==> config.mk <==
export PLATFORM = sky130hd
export DESIGN_NAME = serial_parity_deframer
export DESIGN_NICKNAME = d
export VERILOG_FILES = /design/src/rtl/serial_parity_deframer.sv
export SDC_FILE = /design/constraint.sdc
export NUM_CORES = 1
export LEC_CHECK = 0
export ABC_AREA = 0
export CAP_MARGIN = 20
export CELL_PAD_IN_SITES_DETAIL_PLACEMENT = 0
export CELL_PAD_IN_SITES_GLOBAL_PLACEMENT = 1
export CORE_MARGIN = 5
export CORE_UTILIZATION = 33
export DETAILED_ROUTE_END_ITERATION = 12
export GPL_TIMING_DRIVEN = 0
export PLACE_DENSITY = 0.75
export SLEW_MARGIN = 0
export SYNTH_ARGS = -nofsm -noshare
export SYNTH_HDL_FRONTEND = slang
export SYNTH_SLANG_ARGS = --single-unit
==> constraint.sdc <==
create_clock -name clk -period 1.7 [get_ports clk]
set_input_delay 0.34 -clock clk [delete_from_list [all_inputs] [get_ports clk]]
set_output_delay 0.34 -clock clk [all_outputs]
set_load 0.02 [all_outputs]
==> src/rtl/serial_parity_deframer.sv <==
// Bit-serial to parallel deframer: DATA_BITS data bits (LSB first) plus one even-parity bit,
// presented as a held word with valid/ready. Optional macro PARITY_ERR_CNT_EN adds a saturating error counter.
module serial_parity_deframer #(
  parameter int DATA_BITS = 8,
  parameter int ERR_CNT_W = 8
) (
  input  logic                 clk,
  input  logic                 rst,
  input  logic                 in_valid,
  input  logic                 in_bit,
  output logic                 in_ready,
  output logic                 out_valid,
  input  logic                 out_ready,
  output logic [DATA_BITS-1:0] out_data,
  output logic                 out_parity_err,
  output logic [ERR_CNT_W-1:0] err_cnt
);

  localparam int CNT_W = $clog2(DATA_BITS);
  localparam logic [CNT_W-1:0] CNT_LAST = CNT_W'(DATA_BITS - 1);

  typedef enum logic [1:0] {
    S_DATA = 2'd0,
    S_PAR  = 2'd1,
    S_HOLD = 2'd2
  } state_t;

  state_t               state_q, state_d;
  logic [CNT_W-1:0]     cnt_q, cnt_d;
  logic                 p_q, p_d;
  logic [DATA_BITS-1:0] data_q, data_d;
  logic                 perr_q, perr_d;
  logic                 valid_q, valid_d;
  logic                 accept;

  assign in_ready = (state_q != S_HOLD);
  assign accept   = in_valid & in_ready;

  always_comb begin
    state_d = state_q;
    cnt_d   = cnt_q;
    p_d     = p_q;
    data_d  = data_q;
    perr_d  = perr_q;
    valid_d = valid_q;
    case (state_q)
      S_DATA: begin
        if (accept) begin
          data_d[cnt_q] = in_bit;
          p_d           = p_q ^ in_bit;
          if (cnt_q == CNT_LAST) begin
            cnt_d   = '0;
            state_d = S_PAR;
          end else begin
            cnt_d = cnt_q + CNT_W'(1);
          end
        end
      end
      S_PAR: begin
        if (accept) begin
          perr_d  = p_q ^ in_bit;
          valid_d = 1'b1;
          state_d = S_HOLD;
        end
      end
      S_HOLD: begin
        // Release takes effect next cycle; in_ready stays low on the release cycle.
        if (out_ready) begin
          valid_d = 1'b0;
          p_d     = 1'b0;
          state_d = S_DATA;
        end
      end
      default: begin
        state_d = S_DATA;
        cnt_d   = '0;
        p_d     = 1'b0;
        valid_d = 1'b0;
      end
    endcase
  end

  always_ff @(posedge clk or posedge rst) begin
    if (rst) begin
      state_q <= S_DATA;
      cnt_q   <= '0;
      p_q     <= 1'b0;
      data_q  <= '0;
      perr_q  <= 1'b0;
      valid_q <= 1'b0;
    end else begin
      state_q <= state_d;
      cnt_q   <= cnt_d;
      p_q     <= p_d;
      data_q  <= data_d;
      perr_q  <= perr_d;
      valid_q <= valid_d;
    end
  end

  assign out_valid      = valid_q;
  assign out_data       = data_q;
  assign out_parity_err = perr_q;

`ifdef PARITY_ERR_CNT_EN
  function automatic logic [ERR_CNT_W-1:0] sat_inc(input logic [ERR_CNT_W-1:0] v);
    return (v == {ERR_CNT_W{1'b1}}) ? v : v + ERR_CNT_W'(1);
  endfunction

  logic [ERR_CNT_W-1:0] err_cnt_q, err_cnt_d;

  // Count on the same edge that raises out_valid with a parity failure.
  always_comb begin
    err_cnt_d = err_cnt_q;
    if ((state_q == S_PAR) && accept && (p_q ^ in_bit))
      err_cnt_d = sat_inc(err_cnt_q);
  end

  always_ff @(posedge clk or posedge rst) begin
    if (rst) err_cnt_q <= '0;
    else     err_cnt_q <= err_cnt_d;
  end

  assign err_cnt = err_cnt_q;
`else
  assign err_cnt = '0;
`endif

endmodule

Word level (Yosys, flattened, before mapping)
Cells that the tools add are included.

storage, ports and cells
  bits in registers = 16
  latch bits = 0
  bits in writable memories = 0
  memory bits (read-only) = 0
  output and inout bits = 19
  memories = 0

cells by class
  add/subtract/negate cells = 1
  multiply operators = 0
  divide/modulo/power cells = 0
  $lt $le $gt $ge = 2
  equal/unequal tests = 8
  shift operators = 0
  multiplexer cells = 16
  bitwise gates (word level) = 5
  reduce and logical (&&, ||, !) cells = 9

operator list
  operator                                              number
  != test 2 bit (second input constant)                 5
  bitwise mux 8 bit                                     1
  two-way mux 2 bit                                     4
  two-way mux 3 bit                                     2
  case mux 1 bit (3 select lines)                       2
  case mux 2 bit (3 select lines)                       1
  case mux 3 bit (2 select lines)                       1
  AND reduction 2 bit                                   3
  AND reduction 3 bit                                   2
  < comparator 3 x 4 -> 1 bit (second input constant)   1
  two-way mux 1 bit                                     4
  AND reduction 4 bit                                   1
  adder 3 x 1 -> 3 bit (second input constant)          1
  demux 1 bit (select 3 bit)                            1
  equality test 3 bit (second input constant)           1
  >= comparator 3 x 1 -> 1 bit (second input constant)  1
  inverter 1 bit                                        3
  equality test 2 x 1 -> 1 bit (second input constant)  1
  equality test 2 bit (second input constant)           1
  logical NOT 2 bit                                     1
  OR reduction 2 bit                                    1
  AND 1 bit                                             1
  logical AND 1 bit                                     1
  bitwise XOR 1 bit                                     1

Longest topological paths before layout
Gate-level depths: netlist of the first run.

  word-level depth = 5
  gate-level depth with buffers = 7
  gate-level depth less buffers = 6

Least setup slack after synthesis of the first run
Ideal clock, no wire load.

  kind = register to register
  start = reg state_q[0]
  end = reg data_q[5] (netlist: out_data[5])
  arrival = 1583 ps
  setup slack = -8 ps
  stages on the path, launching flop included = 7
  period minus slack after synthesis = 1708 ps
  cell sequence = dfrtp_1 -> inv_1 -> ha_1 -> and2b_1 -> nand3_1 -> nor3b_1 -> mux2_2

on the way
  word-level cells in the longest chain between the ends = 3
  elaborated cells on any way between the ends = 4
  those cells by class = eq/ne: 1; bitwise: 1; reduce/logical: 2

RTL lines
  item                                      RTL line  source
  start, declared                           28        state_t state_q, state_d;
  start signal, assigned                    92        state_q <= state_d;
  != test 2 bit                             36        assign in_ready = (state_q != S_HOLD);
  AND 1 bit                                 37        assign accept = in_valid & in_ready;
  AND reduction 2 bit (no source line) (*)  n/a
  end signal, assigned                      95        data_q <= data_d;
  end, declared                             31        logic [DATA_BITS-1:0] data_q, data_d;

Mark *: on every way between the ends. The rest lies on a longest branch, timed or not.
A chain may end at the register's enable or synchronous reset.

Worst setup path after layout of the first run
  start = reg valid_q (netlist: out_valid)
  end = out out_valid

RTL lines
  item                    RTL line  source
  start, declared         33        logic valid_q, valid_d;
  start signal, assigned  97        valid_q <= valid_d;
  end, declared           12        output logic out_valid,

No word-level cell between the ends.

==> flow_summary_export.csv, run 1 <==
group,metric,value,unit
run_status,outcome,"completed",
logic_synthesis,yosysMostFrequentCell,"dfrtp_1",
global_route,grt_pass1_wl,2.91,mm
cts,ctsLongestPathBuffers,2,
final_layout,finish.net_count,130,
die,io_pins,24,
drt,wl_per_cell,12.1,um
cts,h-tree-depth,1,
timing,finClkSkew,0.00502,ns
logic_synthesis,muxShareOfSynthArea,12.9,%
critical_path,worst_setup_path_start_kind,"flop",
die,die_area,0.00410,mm2
global_route,grt_usage,8.66,%
logic_synthesis,synth_top_area_share,41.6,%
pwr,peakVddDrop,0.904,mV
die,start_util,34.6,%
timing,hold_viol,0,
timing,maxSlewViolCount,0,
critical_path,path_buf_inv,1,
drt,highest_layer,"met3",
drt,wl_met1,869,um
die,rows,19,
drt,first_pass_iters,4,
logic_synthesis,synthTopCellsByCount,"16 x dfrtp_1, 8 x buf_4, 8 x mux2_2",
logic_synthesis,ys.flop_type,"dfrtp_1",
logic_synthesis,async_reset_ff_share,100,%
logic_synthesis,ys_types,30,
cts,root_buffer,"clkbuf_4",
critical_path,cp_max_fo,3,
final_layout,drive_gt1_share,35.9,%
drt,num_vias,684,
place,dp_slack,-0.192,ns
final_layout,area_delta_synth_final,35.7,%
timing,max_freq,614,MHz
logic_synthesis,synth_top_family_by_area,"simple AND/OR/NAND/NOR gates",
critical_path,critPathCapture,"out_valid",
critical_path,reg2reg_from,"state_q[1]",
critical_path,timing.rr.end,"out_data[3]",
critical_path,arrival,1.29,ns
cts,clkLatencyLatePin,0.29,ns
critical_path,end_kind,"primary output",
logic_synthesis,synth_xor_area_share,0.909,%
critical_path,slowest_stage,"clkdlybuf4s50_1",
timing,setup_ws,0.0708,ns
drt,wirelength,1.80,mm
timing,fin_tns_setup,0,ns
logic_synthesis,synth-seq-cells,16,
timing,fin_hold_ws,0.408,ns
hold_path,hold_class,"input pin to asynchronous set/reset pin",
drt,route.detailed.drc,0,
logic_synthesis,synth-adder-area-share,9.09,%
logic_synthesis,synthSimpleGateAreaFrac,17.1,%
die,die_height,64.0,um
critical_path,r2r_cells,5,
timing,fin_crit_sh,95.8,%
place,hpwl,1.33,mm
drt,viasPerCell,4.62,
critical_path,cpPeakStageDelay,0.62,ns
critical_path,crit_type,"flop to primary output",
timing,setup_viol,0,
critical_path,crit_start,"out_valid",
cts,numCtsBuffers,3,
logic_synthesis,postSynthCellCount,89,
drt,antenna_left,0,
logic_synthesis,synth_edf_count,0,
timing,tightest_slew,0.629,ns
logic_synthesis,synth_area_per_cell,10.8,um2
critical_path,critical_path.cell_chain,"clkdlybuf4s50_1",
logic_synthesis,synth-seq-area-share,41.6,%
cts,cts_sinks,16,
pwr,power_density,1550,mW/mm2
timing,relSlewSlack,58.0,%
place,numPortBuffers,14,
global_route,antenna_found_initial,0,
die,die_width,64.0,um
place,place_congestion,0.728,
global_route,grt_pass1_vias,660,
cts,cts_tree,"built",
logic_synthesis,synth_area,963,um2
global_route,grt_overflow_total,0,
cts,clkTransAtPathRegs,0.10,ns
global_route,grt_max_degree,17,
critical_path,r2r_setup_slack,0.08,ns
critical_path,crit_family,"buffers and inverters",
logic_synthesis,synth-compound-area-share,7.40,%
drt,wl_met2,814,um
critical_path,cp.depth,1,
logic_synthesis,synth_area_leader_cell,"dfrtp_1",
logic_synthesis,ys_warn_count,0,
final_layout,diodes,0,
pwr,finalPower,2.03,mW
drt,wl_met3,114,um
cts,ctsHoldBuffers,0,
pwr,leakage,0.605,nW
drt,first_iter_violations,28,
critical_path,required,1.36,ns
logic_synthesis,synth.area.top_cells,"dfrtp_1 42%, mux2_2 9.4%, ha_1 9.1%",
die,coreArea,0.00278,mm2
timing,min_period,1.63,ns
flow_run,drv_cap,0,
-- power breakdown --
| group | switching [mW] | internal [mW] | total [mW] |
|---|---|---|---|
| combinational | 0.541 | 0.609 | 1.15 |
| clock | 0.134 | 0.131 | 0.264 |
| sequential | 0.0979 | 0.517 | 0.615 |
-- per-layer routing --
layer | vias to the layer above | track usage, %
met2 | 25 | 13.6
met1 | 314 | 11.5
met3 | 0 | 3.68
li1 | 345 | -
met4 | 0 | 0.779
met5 | - | 0
-- cell type report --
class	instances	area (um2)
buffer	12	82.6
tap	31	38.8
timing repair buffer	18	169
clock buffer	4	36.3
sequential	16	400
inverter	4	15.0
multi-input combinational	63	566
fill	261	1470
-- registers in the layout, summed over array words and instances, names as in the netlist --
register and cells:
out_parity_err 1, out_data 8, p_q 1, state_q 2, out_valid 1, cnt_q 3
-- metrics by stage --
| stage | area, um2 | util, % | cells |
|---|---|---|---|
| 6_report | 1310 | 47.0 | 148 |
| 5_1_grt | 1310 | 47.0 | 148 |
| 4_1_cts | 1260 | 45.2 | 147 |
| 3_5_place_dp | 1170 | 42.0 | 141 |
| 3_3_place_gp | 1170 | 42.0 | 141 |
| 2_1_floorplan | 990 | - | 96 |
-- cells in the final DEF (no fill, tap or decap), drive strengths merged, types with 2 or more instances in the layout --
cell type      synthesis  layout
a22o                   5       5
nor2                   4       4
nor3                   2       2
buf                   11      14
mux2                  11      11
clkdlybuf4s50          0      13
nand3                  4       4
nor3b                  3       3
inv                    4       4
nor2b                  2       2
nand3b                 2       2
conb                   1       8
dfrtp                 16      16
clkbuf                 2       6
nand2                  5       5
o21ai                  2       2
ha                     7       7
-- worst min path at each step --
stage                           start     endpoint  depth (start not counted)
after detailed placement  out_data[4]  out_data[4]                          1
after CTS                         rst    out_valid                          2
after global placement    out_data[2]  out_data[2]                          1
after floorplan                   rst     cnt_q[0]                          1
after global routing              rst   state_q[1]                          2
final                             rst   state_q[1]                          2
-- cell families after synthesis --
kind of cell | after synthesis
muxes | 11
DFF | 16
AOI/OAI and AO/OA | 10
other | 1
and+or+nand+nor | 26
buffers and inverters | 17
xor gates and xnor gates | 1
adders and majority gates | 7
-- timing repair --
item                                    CTS  global route
pin swaps                                 2             5
resized for setup                        12             8
buffers inserted                          2             2
endpoints found under the hold margin     0             0
endpoints found under the setup margin   12            11
No activity file was read; power rests on OpenSTA's default activity.
==> run 2: changes to the inputs <==
--- a/config.mk
+++ b/config.mk
@@ -9,6 +9,7 @@
 export CAP_MARGIN = 20
 export CELL_PAD_IN_SITES_DETAIL_PLACEMENT = 0
 export CELL_PAD_IN_SITES_GLOBAL_PLACEMENT = 1
+export CORE_ASPECT_RATIO = 1.4
 export CORE_MARGIN = 5
 export CORE_UTILIZATION = 33
 export DETAILED_ROUTE_END_ITERATION = 12
==> run 2 against run 1 <==
Against the previous run: register-to-register slack worse by 0.02 ns; hold slack improved by 0.047 ns; wire length up 5.5%; count of clock-buffer cells in the layout unchanged; combinational power grew 3%; largest power group unchanged.
==> flow_summary_export.csv, run 2 (synthesized netlist as in run 1, its figures left out) <==
group,metric,value,unit
timing,fin_crit_sh,96.7,%
final_layout,drive_gt1_share,37.6,%
timing,min_period,1.64,ns
critical_path,end_kind,"flop",
drt,viasPerCell,4.51,
pwr,peakVddDrop,1.22,mV
drt,wl_per_cell,12.3,um
pwr,internal_power,1.35,mW
run_status,outcome,"completed",
drt,route.detailed.drc,0,
pwr,leakage,0.617,nW
critical_path,worst_setup_path_start_kind,"flop",
die,io_pins,24,
final_layout,layout_common_cells,"16 x dfrtp_1, 13 x clkdlybuf4s50_1, 11 x buf_4, 8 x conb_1, 7 x mux2_2",
final_layout,final_util,47.3,%
drt,first_iter_violations,7,
final_layout,layout.cells.non_filler,154,
final_layout,largest_reg_flops,8,
cts,ctsHoldBuffers,0,
place,place_congestion,0.715,
global_route,grt_max_degree,17,
pwr,switchingPower,0.794,mW
critical_path,crit_type,"flop to flop",
critical_path,slowest_stage,"dfrtp_1",
place,dp_cells,147,
critical_path,cp_max_fo,4,
timing,maxSlewViolCount,0,
timing,setup_ws,0.0553,ns
place,dp_slack,-0.236,ns
critical_path,critical_path.cell_chain,"ha_4 > and2b_2 > nand3_4 > nor3b_2 > mux2_4",
timing,setup_viol,0,
drt,first_pass_iters,4,
pwr,switching_share,37.0,%
flow_run,drv_cap,0,
cts,h-tree-depth,1,
cts,cts_sinks,16,
die,die_width,55.7,um
global_route,grt_pass1_vias,746,
global_route,antenna_found_initial,0,
critical_path,required,1.84,ns
place,hpwl,1.34,mm
timing,finClkSkew,0.00375,ns
critical_path,cpPeakStageDelay,0.42,ns
die,start_util,33.8,%
timing,fin_hold_ws,0.455,ns
pwr,power_density,1590,mW/mm2
global_route,grt_usage,9.76,%
timing,max_freq,608,MHz
timing,fin_tns_setup,0,ns
global_route,grt_overflow_total,0,
drt,antenna_left,0,
drt,num_vias,694,
pwr,finalPower,2.15,mW
final_layout,diodes,0,
final_layout,finish.net_count,130,
die,die_area,0.00412,mm2
timing,hold_viol,0,
die,rows,23,
global_route,grt_pass1_wl,3.18,mm
pwr,power_frac_seq,28.7,%
timing,relSlewSlack,59.4,%
pwr,p_comb_share,55.3,%
cts,clkTransAtPathRegs,0.07,ns
place,numPortBuffers,14,
die,coreArea,0.00285,mm2
timing,rsz0062_at_grt,"true",
final_layout,fin_area,0.00135,mm2
final_layout,area_delta_synth_final,39.9,%
cts,clkLatencyLatePin,0.25,ns
place,placed_cell_area,0.00118,mm2
pwr,p_clk_share,16.0,%
final_layout,final_common_cell,"dfrtp_1",
timing,tightest_slew,0.608,ns
die,die_height,73.9,um
cts,ctsLongestPathBuffers,2,
critical_path,arrival,1.79,ns
cts,root_buffer,"clkbuf_8",
cts,cts_tree,"built",
drt,wirelength,1.90,mm
hold_path,hold_class,"input pin to asynchronous set/reset pin",
cts,numCtsBuffers,3,
## run 2: cell counts in the layout (fill, tap and decap cells not counted)
No cell type changed its count.
## run 2: critical path: cells and delay by family, from the launching register on
| family | cells | cell delay [ns] |
|---|---|---|
| simple gates | 3 | 0.61 |
| flops | 1 | 0.42 |
| fa+ha+maj | 1 | 0.19 |
| mux | 1 | 0.32 |
## run 2: per-layer routing
metal,track usage [%],up-vias,wire length [um]
li1,-,347,-
met1,9.72,328,759
met2,18.0,15,1020
met3,1.91,4,72
met4,7.30,0,44
met5,0,-,0
## run 2: layout make-up
type / instances / area (um2)
Fill cell: 271 / 1500
Multi-Input combinational cell: 63 / 576
Sequential cell: 16 / 400
Timing Repair Buffer: 17 / 161
Buffer: 13 / 93.8
Clock buffer: 4 / 55.1
Tap cell: 37 / 46.3
Inverter: 4 / 15.0
## run 2: power groups by stage
stage | clock (mW) | combinational (mW) | sequential (mW)
after global routing | 0.366 | 1.29 | 0.636
after floorplan | 0 | 0.575 | 0.713
after detailed placement | 0 | 0.993 | 0.618
final | 0.344 | 1.19 | 0.616
after CTS | 0.354 | 1.07 | 0.611
after global placement | 0 | 0.968 | 0.611
## run 2: path summary, 6_finish.rpt
path                        startpoint           to  slack [ns]  cells past startpoint
hold / removal                     rst  out_data[3]        0.46                      2
max in group asynchronous          rst  out_data[2]        0.85                      2
setup / recovery            state_q[1]  out_data[3]        0.06                      5
hold reg to reg            out_data[0]  out_data[0]        0.51                      1
min in group clk           out_data[0]  out_data[0]        0.51                      1
setup reg to reg            state_q[1]  out_data[3]        0.06                      5
## run 2: timing repair
item                                    CTS  global route
gates resized for setup                  10            13
setup buffers                             1             2
pin swaps                                 2             3
hold endpoints to repair                  0             0
endpoints found under the setup margin   12            10
==> run 3: changes to the inputs <==
--- a/config.mk
+++ b/config.mk
@@ -13,8 +13,8 @@
 export CORE_MARGIN = 5
 export CORE_UTILIZATION = 33
 export DETAILED_ROUTE_END_ITERATION = 12
-export GPL_TIMING_DRIVEN = 0
 export PLACE_DENSITY = 0.75
+export REMOVE_ABC_BUFFERS = 1
 export SLEW_MARGIN = 0
 export SYNTH_ARGS = -nofsm -noshare
 export SYNTH_HDL_FRONTEND = slang
==> run 3 against run 2 <==
Against the previous run: non-clock buffer count decreased by 2; flip-flop and latch count unchanged; combinational power increased by 6%; cell count decreased by 1.9%; wire length decreased by 0.47%; register-to-register slack got worse by 0.02 ns; via count decreased by 0.14%; utilization decreased by 0.83 points; critical endpoint is now p_q; design area decreased by 1.8%.
==> flow_summary_export.csv, run 3 (synthesized netlist as in run 1, its figures left out) <==
group,metric,value,unit
cts,h-tree-depth,1,
critical_path,cp_max_fo,4,
final_layout,num-fill-cells,271,
timing,setup_viol,0,
critical_path,arrival,1.84,ns
cts,ctsHoldBuffers,0,
timing,rsz0062_at_grt,"true",
final_layout,final_util,46.5,%
pwr,switching_share,36.6,%
final_layout,drive_gt1_share,36.8,%
die,die_height,73.9,um
final_layout,fin_area,0.00132,mm2
die,coreArea,0.00285,mm2
die,die_width,55.7,um
final_layout,layout_common_cells,"15 x dfrtp_1, 14 x clkdlybuf4s50_1, 12 x buf_4, 8 x conb_1, 7 x mux2_2",
drt,antenna_left,0,
timing,hold_viol,0,
global_route,grt_pass1_wl,3.28,mm
hold_path,hold_class,"input pin to asynchronous set/reset pin",
cts,ctsLongestPathBuffers,2,
global_route,antenna_found_initial,0,
timing,fin_crit_sh,97.8,%
critical_path,end_kind,"flop",
timing,finClkSkew,0.00209,ns
final_layout,area_delta_synth_final,37.4,%
pwr,p_clk_share,12.9,%
drt,route.detailed.drc,0,
die,start_util,33.8,%
place,dp_cells,148,
global_route,grt_pass1_vias,706,
pwr,switchingPower,0.784,mW
final_layout,layout.cells.non_filler,151,
critical_path,crit_type,"flop to flop",
cts,cts_tree,"built",
global_route,grt_max_degree,17,
timing,fin_tns_setup,0,ns
timing,maxSlewViolCount,0,
place,numPortBuffers,15,
final_layout,finish.net_count,128,
timing,setup_ws,0.0373,ns
critical_path,path_buf_inv,1,
critical_path,crit_family,"simple AND/OR/NAND/NOR gates",
timing,min_period,1.66,ns
global_route,grt_usage,10.2,%
drt,first_pass_iters,3,
drt,viasPerCell,4.59,
critical_path,cpPeakStageDelay,0.49,ns
drt,wirelength,1.89,mm
place,place_congestion,0.705,
pwr,leakage,0.600,nW
place,placed_cell_area,0.00120,mm2
pwr,finalPower,2.14,mW
cts,numCtsBuffers,3,
global_route,grt_overflow_total,0,
final_layout,seqCellArea,402,um2
pwr,power_density,1620,mW/mm2
critical_path,slowest_stage,"or4b_4",
die,io_pins,24,
drt,wl_per_cell,12.5,um
critical_path,required,1.88,ns
timing,fin_hold_ws,0.404,ns
final_layout,multi_input_area,569,um2
cts,cts_sinks,16,
final_layout,diodes,0,
die,rows,23,
cts,root_buffer,"clkbuf_8",
critical_path,worst_setup_path_start_kind,"flop",
die,die_area,0.00412,mm2
final_layout,largest_reg_flops,8,
drt,first_iter_violations,17,
pwr,p_comb_share,58.7,%
pwr,peakVddDrop,0.838,mV
pwr,power_frac_seq,28.4,%
cts,clkLatencyLatePin,0.24,ns
final_layout,final_common_cell,"dfrtp_1",
run_status,outcome,"completed",
cts,clkTransAtPathRegs,0.06,ns
timing,max_freq,601,MHz
drt,num_vias,693,
critical_path,critical_path.cell_chain,"ha_4 > and2b_2 > buf_6 > nand2_1 > or4b_4 > nand3_2",
place,dp_slack,-0.222,ns
flow_run,drv_cap,0,
place,hpwl,1.44,mm
pwr,internal_power,1.36,mW
run 3: path summary, 6_finish.rpt:
check	slack [ns]	depth (start not counted)	from	end
setup / recovery	0.04	6	state_q[1]	p_q
hold / removal	0.40	3	rst	out_data[5]
setup reg to reg	0.04	6	state_q[1]	p_q
hold reg to reg	0.49	1	out_data[6]	out_data[6]
max in group asynchronous	1.10	3	rst	state_q[1]
min in group clk	0.49	1	out_data[6]	out_data[6]
run 3: layout make-up:
| class | instances | share of cell area (%) |
|---|---|---|
| clock buffers | 3 | 3.12 |
| inverters | 4 | 1.13 |
| multi-input cells | 63 | 43.0 |
| flip-flops and latches | 16 | 30.3 |
| well taps | 37 | 3.50 |
| repair buffers | 28 | 18.9 |
run 3: metal layers:
layer	global-route usage [%]	share of wire, %	wire length [um]
met1	12.0	43	815
met3	2.43	4.4	84
met4	4.59	0.53	10
met5	0	0	0
met2	17.8	52	978
run 3: power groups by stage:
| stage | registers [mW] | clock network (mW) | logic, mW |
|---|---|---|---|
| finish | 0.609 | 0.276 | 1.26 |
| global route | 0.626 | 0.310 | 1.38 |
| CTS | 0.598 | 0.283 | 1.16 |
| detailed placement | 0.604 | 0 | 1.12 |
| global placement | 0.597 | 0 | 1.10 |
| floorplan | 0.723 | 0 | 0.526 |
run 3: repair_timing:
item,4_1_cts,5_1_grt
pin swaps,1,4
setup buffers,0,0
resized for setup,7,15
setup endpoints to repair,10,13
gates cloned,0,0
run 3: worst register-to-register path: cells and delay by family, from the launching register on:
kind	cells	cell delay (ns)
adders and majority gates	1	0.18
and+or+nand+nor	4	0.88
buffers and inverters	1	0.11
DFF	1	0.44
==> variant 1 (settings of run 3) <==
The option `PARITY_ERR_CNT_EN` is turned on by a define.
--- a/src/rtl/serial_parity_deframer.sv
+++ b/src/rtl/serial_parity_deframer.sv
@@ -2,2 +2,4 @@
 // presented as a held word with valid/ready. Optional macro PARITY_ERR_CNT_EN adds a saturating error counter.
+`define PARITY_ERR_CNT_EN
+
 module serial_parity_deframer #(
Function: changed (a bounded check fails within 10 cycles, from zero or initial values and one cycle with rst high).
==> variant 1 against run 3 <==
Maximum frequency is 0.59% lower. Critical path depth unchanged. Setup slack got worse by 0.0099 ns. First-iteration DRC count rose to 3.4 times the old value. Wire length increased by 44%. Utilization grew 2.8 points. Total power is 31% higher. Area after synthesis increased by 31%. Final area grew 37%. Sequential cell count is 8 higher. Synthesized cell count increased by 26%. Sequential share of layout area is 2.8 points higher. Count of clock-buffer cells in the layout increased by 1. Largest power group unchanged.
==> variant 1: results (changes against run 3) <==
| Metric | Value |
|---|---|
| GP Congestion | 0.819 (+16%) |
| Xor and xnor area share after synthesis | 0.0278 (+0.0187) |
| Clock-pin slew on the worst setup and hold paths | 0.09 ns (+0.03 ns) |
| Final Skew | 0.00571 ns (+0.00362 ns) |
| Pre-CTS setup slack | -0.317 ns (-0.0941 ns) |
| Initial DRT Pass Iterations | 4 (+1) |
| Max clock buf depth | 2 (unchanged) |
| P_sw | 1.05 mW (+34%) |
| Clk root buf | clkbuf_8 |
| First-pass GRT wire length | 4770 um (+45%) |
| Largest cells by area after synthesis | dfrtp_1, mux2_2, ha_1 |
| Synth Area in Compound Gates | 0.0852 (+0.0112) |
| CP max stage delay | 0.38 ns (-0.11 ns) |
| Crit-path slowest cell | dfrtp_1 |
| Hpwl dp | 2080 um (+45%) |
| Worst Max-Slew Pin Slew | between 0.2 and 0.3 ns |
| Nets | 170 (+33%) |
| Placed inst area | 0.00167 mm2 (+39%) |
| Comb power frac | 0.540 (-0.047) |
| P_int | 1.75 mW (+29%) |
| Run status | finished clean |
| Gr usage total | 0.113 (+0.0107) |
| CP startpoint | state_q[0] |
| Cts bufs inserted | 3 (unchanged) |
| 1st-iter DRT viols | 57 (+40) |
| Final WL | 2710 um (+44%) |
| Synth Area in Adders | 0.0793 (-0.0116) |
| Fraction of layout cells with a size suffix above 1 | 0.340 (-0.0287) |
| Setup Buffers After CTS | 1 (+1) |
| Port Buffers | 23 (+8) |
| Area growth from synthesis to final layout | 43.5% |
| Top cells by count, synth | dfrtp_1, mux2_2, nand2_1 |
| Vias per inst | 4.98 (+8.6%) |
| Seq/Total Area, Yosys | 0.476 (+0.0601) |
| Yosys cell types | 35 (+17%) |
| Final non-filler cell total | 198 (+31%) |
| CP max FO | 4 (unchanged) |
| Syn Inst Count | 112 (+26%) |
| Reg power frac | 0.320 (+0.036) |
| Largest net degree at the start of global routing | 25 (+8) |
| Vias in the first global route | 1,066 (+51%) |
| Fill cells | 334 (+23%) |
| Placed insts | 192 (+30%) |
| Static leakage | 0.851 nW (+42%) |
| Post-cts sizing count | 14 (+7) |
| Worst-Skew Late Latency | 0.27 ns (+0.03 ns) |
| Mux share of post-synthesis cell area | 0.116 (-0.0126) |
| VDD IR max | 0.705 mV (-16%) |
## variant 1: cell types whose count changed after synthesis, sizes merged, moves of 3 or more
cell   delta
nand4     +3
buf       -9
dfrtp     +8
nand2     +4
## variant 1: path summary, 6_finish.rpt
path	depth (start not counted)	slack (ns)	to
max reg2reg	6	0.03	err_cnt[5]
max	6	0.03	err_cnt[5]
max in group asynchronous	3	1.05	err_cnt[2]
min reg2reg	2	0.48	out_parity_err
min in group clk	2	0.48	out_parity_err
min	3	0.41	err_cnt[6]
## variant 1: cell type report
class / instances / share of cell area
Sequential cell: 24 / 0.331
Inverter: 5 / 0.0104
Clock buffer: 4 / 0.0304
Timing Repair Buffer: 43 / 0.210
Multi-Input combinational cell: 80 / 0.389
Tap cell: 42 / 0.0290
## variant 1: metal layers
metal,routed length [um],global-route usage,share of wire
met3,101,0.0189,0.037
met5,0,0,0
met1,1050,0.120,0.39
met4,61,0.0656,0.023
met2,1500,0.203,0.55
==> variant 2 (config.mk and constraints of run 3) <==
Without the edit above. Encoding of `state_t`: now one-hot (3 bits for 3 states).
--- a/src/rtl/serial_parity_deframer.sv
+++ b/src/rtl/serial_parity_deframer.sv
@@ -21,6 +21,6 @@
 
-  typedef enum logic [1:0] {
-    S_DATA = 2'd0,
-    S_PAR  = 2'd1,
-    S_HOLD = 2'd2
+  typedef enum logic [2:0] {
+    S_DATA = 3'b001,
+    S_PAR  = 3'b010,
+    S_HOLD = 3'b100
   } state_t;
Function: same outputs for any inputs over 10 cycles, from zero or initial values and one cycle with rst high; not proved beyond that.
==> variant 2 against run 3 <==
Setup slack better by 0.040 ns. Final area fell by 0.85%. Total power down 12%. Area after synthesis rose by 6.8%. Wire length increased by 23%. Clock skew shrank 0.00053 ns. Sequential cell count is 1 higher. Maximum frequency rose by 2.5%. Largest power group unchanged.
==> variant 2: results (changes against run 3) <==
| Metric | Value |
|---|---|
| Worst-Skew Late Latency | 0.25 ns |
| Port Buffers | 15 (unchanged) |
| Worst Max-Slew Pin Slew | 0.521 ns |
| Routed vias | 813 (+17%) |
| CP max stage delay | 0.59 ns (+0.10 ns) |
| Nets | 133 (+3.9%) |
| Final Skew | 0.00156 ns (-0.000527 ns) |
| Warnings, synthesis | 0 (unchanged) |
| Largest register FFs | 8 (unchanged) |
| Largest net degree at the start of global routing | 18 (+1) |
| H-tree Lvls | 1 (unchanged) |
| Post-synth top flop | dfrtp_1 |
| Crit-path slowest cell | dfstp_2 |
| Post-synthesis async set-or-reset flop share | 1.00 (unchanged) |
| Clock-pin slew on the worst setup and hold paths | ~0.07 ns |
| VDD IR max | 0.885 mV (+5.5%) |
| Initial DRT Pass Iterations | 4 (+1) |
| Hold Fails Final Rpt | 0 (unchanged) |
| Gr usage total | 0.113 (+0.0108) |
| Hpwl dp | 1750 um (+22%) |
| CP max FO | 5 (+1) |
| Ant diodes | 0 (unchanged) |
| Worst Path Arrival | 1.28 ns (-0.56 ns) |
| Clk root buf | clkbuf_8 |
| Yosys cell types | 36 (+20%) |
| Largest cells by area after synthesis | dfrtp_1, buf_4, mux2_1 |
| Avg WL per Cell | 14.1 um (+13%) |
| Cts bufs inserted | 3 (unchanged) |
| Placed inst area | 0.00126 mm2 (+5.4%) |
| Run status | finished clean |
| Max clock buf depth | 2 (unchanged) |
| Top cells by count, synth | dfrtp_1, buf_4, nand2_1 |
| Static leakage | 0.546 nW (-9.0%) |
| First-pass GRT wire length | 3880 um (+19%) |
| Vias in the first global route | 820 (+16%) |
| Worst min-delay path category | primary input to asynchronous set/reset pin |
| Seq/Total Area, Yosys | 0.415 (-0.000743) |
| Antenna violations before repair | 0 (unchanged) |
| Fraction of layout cells with a size suffix above 1 | 0.224 (-0.144) |
| 1st-iter DRT viols | 31 (+14) |
| CP delay by family, top | flip-flops |
| GP Congestion | 0.819 (+16%) |
[variant 2: cell types whose count changed in the layout (fill, tap and decap cells not counted), moves of 3 or more]
cell / run 3 / this run
nor3b_1: 0 / 4
a22o_1: 5 / 0
nand4_1: 0 / 3
a21oi_1: 1 / 5
[variant 2: area by class of cell]
| type | instances | area [um2] |
|---|---|---|
| clock buffer | 4 | 45.0 |
| fill | 319 | 1750 |
| inverter | 4 | 15.0 |
| multi-input combinational | 71 | 520 |
| sequential | 17 | 428 |
| tap | 39 | 48.8 |
| timing repair buffer | 29 | 255 |
[variant 2: cells by family after synthesis]
group,after synthesis,share of synthesized area
other,1,0.00365
buffers and inverters,20,0.109
DFF,17,0.415
and+or+nand+nor,33,0.220
xor gates and xnor gates,1,0.00852
adders and majority gates,2,0.0243
muxes,10,0.109
AOI/OAI and AO/OA,17,0.109
[variant 2: worst paths after layout]
path,from,endpoint,slack [ns],cells past startpoint
min in group clk,out_data[4],out_data[4],0.49,1
max in group asynchronous,rst,state_q[0],1.03,3
min reg2reg,out_data[4],out_data[4],0.49,1
max reg2reg,state_q[0],out_data[5],0.13,4
min,rst,out_data[6],0.41,3
max,state_q[0],in_ready,0.08,3
[variant 2: where the power goes]
group	switching, mW	leakage, nW	internal [mW]
registers	0.118	0.209	0.566
clock network	0.136	0.0228	0.166
logic	0.437	0.314	0.471
total	0.690	0.546	1.20
[variant 2: worst register-to-register path: stages (launching register included)]
cell and delay (ns):
dfstp_2 0.59, buf_4 0.14, and4bb_1 0.27, nand4b_1 0.13
mux2_1 0.32
[variant 2: metal layers]
layer | vias to the layer above | global-route usage | routed length (um)
met5 | - | 0 | 0
met4 | 0 | 0.0487 | 19
met3 | 2 | 0.0271 | 108
met2 | 22 | 0.191 | 1220
met1 | 395 | 0.132 | 966
li1 | 394 | - | -
[variant 2: metrics by stage]
stage | utilization | setup TNS (ns) | std cells | worst slack (ns)
3_3_place_gp | 0.412 | -1.01 | 160 | -0.141
6_report | 0.429 | 0 | 164 | 0.0776
5_1_grt | 0.429 | -0.00477 | 164 | -0.00477
2_1_floorplan | - | 0 | 92 | 0.141
3_5_place_dp | 0.412 | -1.33 | 160 | -0.168
4_1_cts | 0.426 | 0 | 164 | 0.0518
[variant 2: timing repair]
item / in CTS / in global routing
buffers inserted: 0 / 0
setup endpoints to repair: 1 / 2
resized for setup: 1 / 3
